File: src/rtl/lsu_pkg.sv
// Shared types and constants for the RV32I load/store unit.
// Holds the FSM state encoding, funct3 width codes and exception cause codes.
package lsu_pkg;

  typedef enum logic [1:0] {
    S_IDLE = 2'd0,
    S_BUS  = 2'd1,
    S_DONE = 2'd2
  } lsu_state_t;

  localparam logic [2:0] F3_LB  = 3'b000;
  localparam logic [2:0] F3_LH  = 3'b001;
  localparam logic [2:0] F3_LW  = 3'b010;
  localparam logic [2:0] F3_LBU = 3'b100;
  localparam logic [2:0] F3_LHU = 3'b101;
  localparam logic [2:0] F3_SB  = 3'b000;
  localparam logic [2:0] F3_SH  = 3'b001;
  localparam logic [2:0] F3_SW  = 3'b010;

  localparam logic [3:0] CAUSE_ILLEGAL   = 4'd2;
  localparam logic [3:0] CAUSE_LD_MISAL  = 4'd4;
  localparam logic [3:0] CAUSE_LD_FAULT  = 4'd5;
  localparam logic [3:0] CAUSE_ST_MISAL  = 4'd6;
  localparam logic [3:0] CAUSE_ST_FAULT  = 4'd7;

endpackage

File: src/rtl/lsu_align.sv
// Byte-lane steering for stores and lane extraction plus sign/zero extension for loads.
// Purely combinational; assumes the access has already passed the alignment check.
module lsu_align
  import lsu_pkg::*;
(
  input  logic [2:0]  funct3,
  input  logic [1:0]  addr_lo,
  input  logic [31:0] store_data,
  input  logic [31:0] load_word,
  output logic [31:0] wdata,
  output logic [3:0]  be,
  output logic [31:0] load_data
);

  logic [31:0] shifted;

  assign shifted = load_word >> {addr_lo, 3'b000};

  always_comb begin
    wdata = store_data;
    be    = 4'b1111;
    case (funct3[1:0])
      2'b00: begin
        wdata = {4{store_data[7:0]}};
        be    = 4'b0001 << addr_lo;
      end
      2'b01: begin
        wdata = {2{store_data[15:0]}};
        be    = addr_lo[1] ? 4'b1100 : 4'b0011;
      end
      default: begin
        wdata = store_data;
        be    = 4'b1111;
      end
    endcase
  end

  always_comb begin
    load_data = shifted;
    case (funct3)
      F3_LB:   load_data = {{24{shifted[7]}}, shifted[7:0]};
      F3_LBU:  load_data = {24'd0, shifted[7:0]};
      F3_LH:   load_data = {{16{shifted[15]}}, shifted[15:0]};
      F3_LHU:  load_data = {16'd0, shifted[15:0]};
      default: load_data = shifted;
    endcase
  end

endmodule

File: src/rtl/lsu_stage.sv
// RV32I load/store stage: accepts one op from execute, runs one data-memory access
// with timeout, and hands a one-cycle completion/exception pulse to writeback.
//   state  | meaning
//   IDLE   | ready for a new op from execute
//   BUS    | request held on the data-memory bus, waiting for ack or timeout
//   DONE   | one-cycle writeback / exception pulse
module lsu_stage
  import lsu_pkg::*;
#(
  parameter int unsigned TIMEOUT    = 16,
  parameter logic [31:0] RESET_ADDR = 32'h0000_0000
) (
  input  logic        clk,
  input  logic        reset,
  input  logic        ex_valid,
  output logic        ex_ready,
  input  logic        ex_load,
  input  logic        ex_store,
  input  logic [2:0]  ex_funct3,
  input  logic [31:0] ex_addr,
  input  logic [31:0] ex_wdata,
  input  logic [4:0]  ex_rd,
  output logic        dmem_req,
  output logic        dmem_we,
  output logic [31:0] dmem_addr,
  output logic [31:0] dmem_wdata,
  output logic [3:0]  dmem_be,
  input  logic        dmem_ack,
  input  logic [31:0] dmem_rdata,
  output logic        wb_valid,
  output logic        wb_we,
  output logic [4:0]  wb_rd,
  output logic [31:0] wb_data,
  output logic        exc_valid,
  output logic [3:0]  exc_cause,
  output logic [31:0] exc_addr
);

  localparam logic [31:0] CNT_INIT = (TIMEOUT == 0) ? 32'd0 : 32'(TIMEOUT - 1);

  lsu_state_t  state, state_n;
  logic        load_q, store_q, exc_q;
  logic [2:0]  funct3_q;
  logic [31:0] addr_q, wdata_q, rdata_q, cnt_q;
  logic [4:0]  rd_q;
  logic [3:0]  cause_q;

  logic        accept, illegal, misaligned, timeout_hit;
  logic [31:0] al_wdata, al_load;
  logic [3:0]  al_be;

  assign accept = (state == S_IDLE) && ex_valid && (ex_load || ex_store);

  assign illegal = (ex_load && ex_store)
                || (ex_load && (ex_funct3 == 3'b011 || ex_funct3 == 3'b110 || ex_funct3 == 3'b111))
                || (ex_store && ex_funct3[2]);

  assign misaligned = (ex_funct3[1:0] == 2'b01 && ex_addr[0])
                   || (ex_funct3[1:0] == 2'b10 && ex_addr[1:0] != 2'b00);

  // Down-counter reaching zero without an ack is the timeout; an ack that same cycle wins.
  assign timeout_hit = (TIMEOUT != 0) && (cnt_q == 32'd0) && !dmem_ack;

  always_comb begin
    state_n = state;
    case (state)
      S_IDLE:  if (accept) state_n = (illegal || misaligned) ? S_DONE : S_BUS;
      S_BUS:   if (dmem_ack || timeout_hit) state_n = S_DONE;
      S_DONE:  state_n = S_IDLE;
      default: state_n = S_IDLE;
    endcase
  end

  always_ff @(posedge clk or posedge reset) begin
    if (reset) begin
      state    <= S_IDLE;
      load_q   <= 1'b0;
      store_q  <= 1'b0;
      funct3_q <= 3'd0;
      addr_q   <= RESET_ADDR;
      wdata_q  <= 32'd0;
      rd_q     <= 5'd0;
      rdata_q  <= 32'd0;
      cnt_q    <= 32'd0;
      exc_q    <= 1'b0;
      cause_q  <= 4'd0;
    end else begin
      state <= state_n;
      if (accept) begin
        load_q   <= ex_load;
        store_q  <= ex_store;
        funct3_q <= ex_funct3;
        addr_q   <= ex_addr;
        wdata_q  <= ex_wdata;
        rd_q     <= ex_rd;
        cnt_q    <= CNT_INIT;
        exc_q    <= illegal || misaligned;
        cause_q  <= illegal ? CAUSE_ILLEGAL : (ex_load ? CAUSE_LD_MISAL : CAUSE_ST_MISAL);
      end else if (state == S_BUS) begin
        if (dmem_ack) begin
          rdata_q <= dmem_rdata;
        end else if (timeout_hit) begin
          exc_q   <= 1'b1;
          cause_q <= load_q ? CAUSE_LD_FAULT : CAUSE_ST_FAULT;
        end else if (cnt_q != 32'd0) begin
          cnt_q <= cnt_q - 32'd1;
        end
      end
    end
  end

  lsu_align u_align (
    .funct3     (funct3_q),
    .addr_lo    (addr_q[1:0]),
    .store_data (wdata_q),
    .load_word  (rdata_q),
    .wdata      (al_wdata),
    .be         (al_be),
    .load_data  (al_load)
  );

  // Bus outputs derive from state so a reset drops the request without waiting for a clock.
  assign ex_ready   = (state == S_IDLE);
  assign dmem_req   = (state == S_BUS);
  assign dmem_we    = dmem_req && store_q;
  assign dmem_addr  = {addr_q[31:2], 2'b00};
  assign dmem_wdata = dmem_req ? al_wdata : 32'd0;
  assign dmem_be    = dmem_req ? al_be : 4'd0;

  assign wb_valid  = (state == S_DONE);
  assign exc_valid = wb_valid && exc_q;
  assign wb_we     = wb_valid && load_q && !exc_q && (rd_q != 5'd0);
  assign wb_rd     = rd_q;
  assign wb_data   = wb_we ? al_load : 32'd0;
  assign exc_cause = exc_valid ? cause_q : 4'd0;
  assign exc_addr  = addr_q;

endmodule

File: config.mk
export PLATFORM = sky130hd
export DESIGN_NAME = lsu_stage
export DESIGN_NICKNAME = d
export VERILOG_FILES = /design/src/rtl/lsu_pkg.sv /design/src/rtl/lsu_align.sv /design/src/rtl/lsu_stage.sv
export SDC_FILE = /design/constraint.sdc
export NUM_CORES = 1
export LEC_CHECK = 0
export CORE_AREA = 2 2 129 143
export DETAILED_ROUTE_END_ITERATION = 10
export DIE_AREA = 0 0 131 145
export DONT_BUFFER_PORTS = 1
export PLACE_DENSITY = 0.69
export RECOVER_POWER = 50
export SLEW_MARGIN = 20
export SYNTH_ARGS = -nofsm -noshare
export SYNTH_HDL_FRONTEND = slang
export SYNTH_SLANG_ARGS = --single-unit
File: constraint.sdc
create_clock -name clk -period 10.2 [get_ports clk]
set_input_delay 2.55 -clock clk [delete_from_list [all_inputs] [get_ports clk]]
set_output_delay 2.55 -clock clk [all_outputs]
set_load 0.01 [all_outputs]
==> reports/qor.tcl <==
set qor(starting_density_pct) 44.12
set qor(arithmetic_cell_share_of_the_synthesized_area_counting_full_adders_half_adders_and_majority_gates_pct) 0.1616
set qor(synth_area_mm2) 0.007742
set qor(drv_cap) 3
set qor(drt_iter0_markers) 445
set qor(fin_setup_tns_ps) 0
set qor(layout_overhead_on_the_synthesized_area_pct) 6.513
set qor(io_buffers) 0
set qor(dominant_combinational_cell_family_by_area_after_synthesis) {simple AND/OR/NAND/NOR gates}
set qor(synth.top_cell.area_share_pct) 46.54
set qor(fp.dieW_um) 131
set qor(wire_length_of_the_first_global_routing_pass_mm) 30.23
set qor(number_of_antenna_violations_at_the_first_check_in_global_routing) 2
set qor(setup.worst_path.class) {input port to flip-flop}
set qor(drc) 0
set qor(dpl_cell_area_mm2) 0.007636
set qor(power-per-cell-area_mw_per_mm2) 265.9
set qor(layout.cells.non_filler) 1071
set qor(endpoint_kind) {flip-flop}
set qor(drt_first_pass_iters) 7
set qor(ys.flop_type) {dfrtp_1}
set qor(ant_nets) 0
set qor(sequential_element_share_of_the_synthesized_area_pct) 46.54
set qor(synthCells) 876
set qor(synth_compound_area_share_pct) 10.75
set qor(number_of_cells_traversed_by_the_worst_hold_path) 2
set qor(failed_checks) {capacitance limit, slew limit}
set qor(biggest_area_consumer_among_synthesized_cells) {dfrtp_1}
set qor(htree_num_levels) 4
set qor(fin_area_mm2) 0.008247
set qor(placed_cells_incl_taps) 1037
set qor(timing.critical_path.required_ps) 10490
set qor(via_per_inst) 5.591
set qor(post_synth_mux_area_share_pct) 9.615
set qor(synth-edff-count) 0
set qor(total_die_area_mm2) 0.01900
set qor(design.portCount) 257
set qor(synth-xor-area-share_pct) 0.4525
set qor(synth_most_common_cell) {nand2_1}
set qor(synth.area.top_cells) {dfrtp_1 47%, nand2_1 13%, mux2_2 4.8%}
set qor(globalplace.congestion) 0.8077
set qor(dp_worst_setup_slack_ps) 4590
set qor(grt_pass1_vias) 5507
set qor(crit-reg2reg-capture) {cause_q[1]}
set qor(cts_sinks) 144
set qor(rsz0062_at_grt) {false}
set qor(leakage_nw) 3.814
set qor(placementRows) 51
set qor(worst_skew_pair.late_latency_ps) 420
set qor(drt-wirelength-per-cell_um) 18.57
set qor(share_of_synthesized_cell_area_in_and_or_nand_and_nor_gates_pct) 25.92
set qor(reg2regPathDepth) 6
set qor(timing.rr.start) {state[0]}
set qor(finalHoldWorstSlack_ps) 478.3
set qor(cp_data_arrival_time_ps) 6940
set qor(post_cts_resized) 0
set qor(height_of_the_chip_um) 145
set qor(timing.final.hold_violations) 0
set qor(holdPathEnd) {wdata_q[29]}
set qor(post-cts-setup-buffers) 0
set qor(clock_tree_from_tritoncts) {built}
set qor(maxClockFrequency_ghz) 0.1503
set qor(ys_warn_count) 0
set qor(finalCriticalPeriod_ps) 6653
set qor(worst_slew_pin_slew_ps) 4000
set qor(place_hpwl_mm) 13.56
set qor(numCtsBuffers) 17
set qor(worstSetupStartpointType) {input port}
set qor(worst_hold_startpoint) {wdata_q[29]}
set qor(core-area_mm2) 0.01755
set qor(setup_ws_ps) 3547
set qor(outcome) {finished with violations}
set qor(async_reset_ff_share_pct) 100.0
set qor(vias) 5988
set qor(skew_ps) 6.090
set qor(ys_ff_latch) 144
set qor(max-clock-path-buffers) 2
set qor(regToRegSetupSlack_ps) 5220
set qor(clkSlewWorstSetupHoldPaths_ps) 60
set qor(gr-total-overflow) 0
set qor(timing.final.crit_share_pct) 65.23
set qor(grt_max_degree) 107
set qor(drive_gt1_share_pct) 10.11
set qor(slew_headroom_pct) -168.1
set qor(finalNetCount) 930
set qor(critical_path.max_fanout) 77
set qor(slew_violations) 202
set qor(timing.final.setup_violations) 0
set qor(cts_hold_buf) 0
set qor(synth_area_per_cell_um2) 8.838
set qor(grt_usage_pct) 20.47
set qor(power.ir.vdd_worst_mv) 0.1167
set qor(hp-class) {flip-flop to flip-flop}
set qor(synth.top_cells.by_count) {270 x nand2_1, 144 x dfrtp_1, 57 x nor2_1}
set qor(wl_mm) 19.89
set qor(cts-root-buf) {clkbuf_16}
set qor(synthDistinctLibCells) 64
## metal layers
| metal | GRT usage (%) | vias to the layer above | wire, um |
|---|---|---|---|
| li1 | - | 2851 | - |
| met1 | 25.42 | 2888 | 8322 |
| met2 | 32.54 | 225 | 9402 |
| met3 | 8.075 | 24 | 1836 |
| met4 | 6.436 | 0 | 329 |
| met5 | 0 | - | 0 |
## how the worst max path moves through the flow
stage	from	to	slack, ps	cells past startpoint
after floorplan	reset	cause_q[0]	3780	1
after global placement	state[1]	wb_data[29]	4680	5
after detailed placement	state[1]	wb_data[29]	4590	5
after CTS	state[1]	wb_data[29]	4160	5
after global routing	ex_store	cause_q[1]	3050	7
final	ex_store	cause_q[1]	3550	7
## metrics by stage
step / util [%] / power, mW
global placement: 43.52 / 1.519
CTS: 47.06 / 2.201
global route: 46.99 / 2.328
detailed placement: 43.52 / 1.534
finish: 46.99 / 2.192
floorplan: - / 1.432
## placed cells by master (no fill, tap or decap), types with 4 or more instances in the layout
cell type	n
mux2i_1	35
xor2_1	4
mux2_2	33
and3_1	13
nand2_1	270
clkbuf_1	6
nor2_1	57
buf_4	4
dfrtp_1	142
inv_1	7
bufinv_16	4
or4_1	17
o31ai_1	13
nor3_1	6
nor4_1	6
nor2b_1	9
and2_1	10
a211oi_1	15
clkbuf_16	17
o211ai_1	5
or3_1	7
o21ai_0	23
nand4b_1	4
nand2b_1	5
a21oi_1	56
## cell type report
type	instances	area (um^2)
Clock buffer	22	464.2
Antenna cell	2	5.005
Timing Repair Buffer	7	41.29
Sequential cell	144	3606
Fill cell	1665	9301
Multi-Input combinational cell	641	3643
Inverter	8	31.28
Clock inverter	9	157.7
Tap cell	238	297.8
## power by group
part / internal (mW) / total (mW) / switching (mW)
Sequential: 0.744 / 0.997 / 0.253
Clock: 0.422 / 0.663 / 0.241
Combinational: 0.224 / 0.533 / 0.309
## state kept, by name, indices dropped and copies added, names as in the netlist
signal,flops
state,2
wb_rd,5
store_q,1
exc_addr,32
cnt_q,32
exc_q,1
funct3_q,3
rdata_q,32
cause_q,3
load_q,1
wdata_q,32
## worst max-delay path: stages
cell,delay (ps)
nor2_1,50
nor4b_1,280
clkbuf_1,990
clkbuf_1,2370
and3_1,420
a41oi_1,50
a21boi_0,170
## cell families after synthesis
kind of cell	Yosys count
buffers and inverters	93
other	1
multiplexers	69
AND/OR/NAND/NOR	430
adder cells (fa/ha/maj)	1
flip-flops	144
AO/OA/AOI/OAI	134
XOR/XNOR	4
No activity file was read; power rests on OpenSTA's default activity.
==> RTL edit, RTL diff (same flow settings) <==
The 3 states of `lsu_state_t` get a one-hot encoding in 3 bits.
--- a/src/rtl/lsu_pkg.sv
+++ b/src/rtl/lsu_pkg.sv
@@ -2,10 +2,10 @@
 // Holds the FSM state encoding, funct3 width codes and exception cause codes.
 package lsu_pkg;
 
-  typedef enum logic [1:0] {
-    S_IDLE = 2'd0,
-    S_BUS  = 2'd1,
-    S_DONE = 2'd2
+  typedef enum logic [2:0] {
+    S_IDLE = 3'b001,
+    S_BUS  = 3'b010,
+    S_DONE = 3'b100
   } lsu_state_t;
 
   localparam logic [2:0] F3_LB  = 3'b000;
Behaviour: no difference found for any inputs over 4 cycles, from zero or initial values and one cycle with reset high; so few cycles prove little.
==> RTL edit against the unedited design <==
The flow still finishes with violations (capacitance limit, slew limit); critical path depth decreased by 4; global-route usage up 0.23 points; setup slack better by 650 ps; combinational power is 6.8% higher; total power is 2.3% higher; area after synthesis increased by 0.42%; sequential power up 9%; count of clock-buffer cells in the layout decreased by 2; wire length about the same; sequential cell count grew 1; synthesized cell count is 1.8% higher; design area fell by 0.58%; critical path type unchanged; critical endpoint is now cause_q[2]; largest power group unchanged.
==> RTL edit: results (changes against the unedited design) <==
| Metric | Value |
|---|---|
| Antenna cells | `0 (was 2)` |
| Multi-input gate area | `3630 um2 (was 3640 um2)` |
| Sequential cell area share | `0.443 (was 0.437)` |
| Initial antenna violation count | `0 (was 2)` |
| Max_cap viols | `4 (was 3)` |
| Post-Place Worst Slack | `5040 ps (was 4590 ps)` |
| Placed cells | `1051 (was 1037)` |
| Violated checks | `capacitance limit, slew limit (unchanged)` |
| Slew Limit Fails | `283 (was 202)` |
| Top cells by count, synth | `nand2_1, dfrtp_1, nor2_1 (unchanged)` |
| P_leak | `3.77 nW (was 3.81 nW)` |
| Clock buf/inv share | `0.0664 (was 0.0754)` |
| Area share of fa/ha/maj cells after synthesis | `0.00161 (was 0.00162)` |
| Outcome | `finished with violations (unchanged)` |
| Buffers, non-clock | `9 (was 7)` |
| Final min period | `6000 ps (was 6650 ps)` |
| Switching share of power | `0.396 (was 0.366)` |
| Vias per cell | `5.62 (was 5.59)` |
| Hold path start | `wdata_q[17] (was wdata_q[29])` |
| Total power | `2.24 mW (was 2.19 mW)` |
| Critical path fanouts, max | `82 (was 77)` |
| Top post-synthesis cells by area | `dfrtp_1, nand2_1, mux2_2 (unchanged)` |
| FF-to-FF End | `cause_q[2] (was cause_q[1])` |
| Tot GR Track Use | `0.207 (was 0.205)` |
| Initial drt markers | `518 (was 445)` |
| Cells after Synth | `892 (was 876)` |
| Layout fillers | `1677 (was 1665)` |
| Rel. slew slack | `-1.79 (was -1.68)` |
| Clock skew | `7.88 ps (was 6.09 ps)` |
RTL edit: cell count changes after synthesis, moves of 4 or more:
cell and delta:
clkbuf_1 +6, nor3_1 +5, nand3_1 +4, o21ai_0 -5, o21a_1 +9, and3_1 -7
or4_1 +5
RTL edit: critical path, cell delays in order:
cell      delay [ps]
o211a_1          510
clkbuf_1        2670
a22oi_1          360
RTL edit: layer usage:
metal  GRT usage  wire length, um  vias up
met5           0                0        -
met4      0.0569              278        0
met3      0.0612             1490       18
met2       0.332             9580      238
met1       0.271             8530     2925
li1            -                -     2903
RTL edit: how the worst min path moves through the flow:
stage                        to  cells past startpoint
floorplan           wdata_q[16]                      2
global placement    wdata_q[23]                      2
detailed placement  wdata_q[30]                      2
CTS                 wdata_q[22]                      2
global route        wdata_q[21]                      2
finish              wdata_q[17]                      2
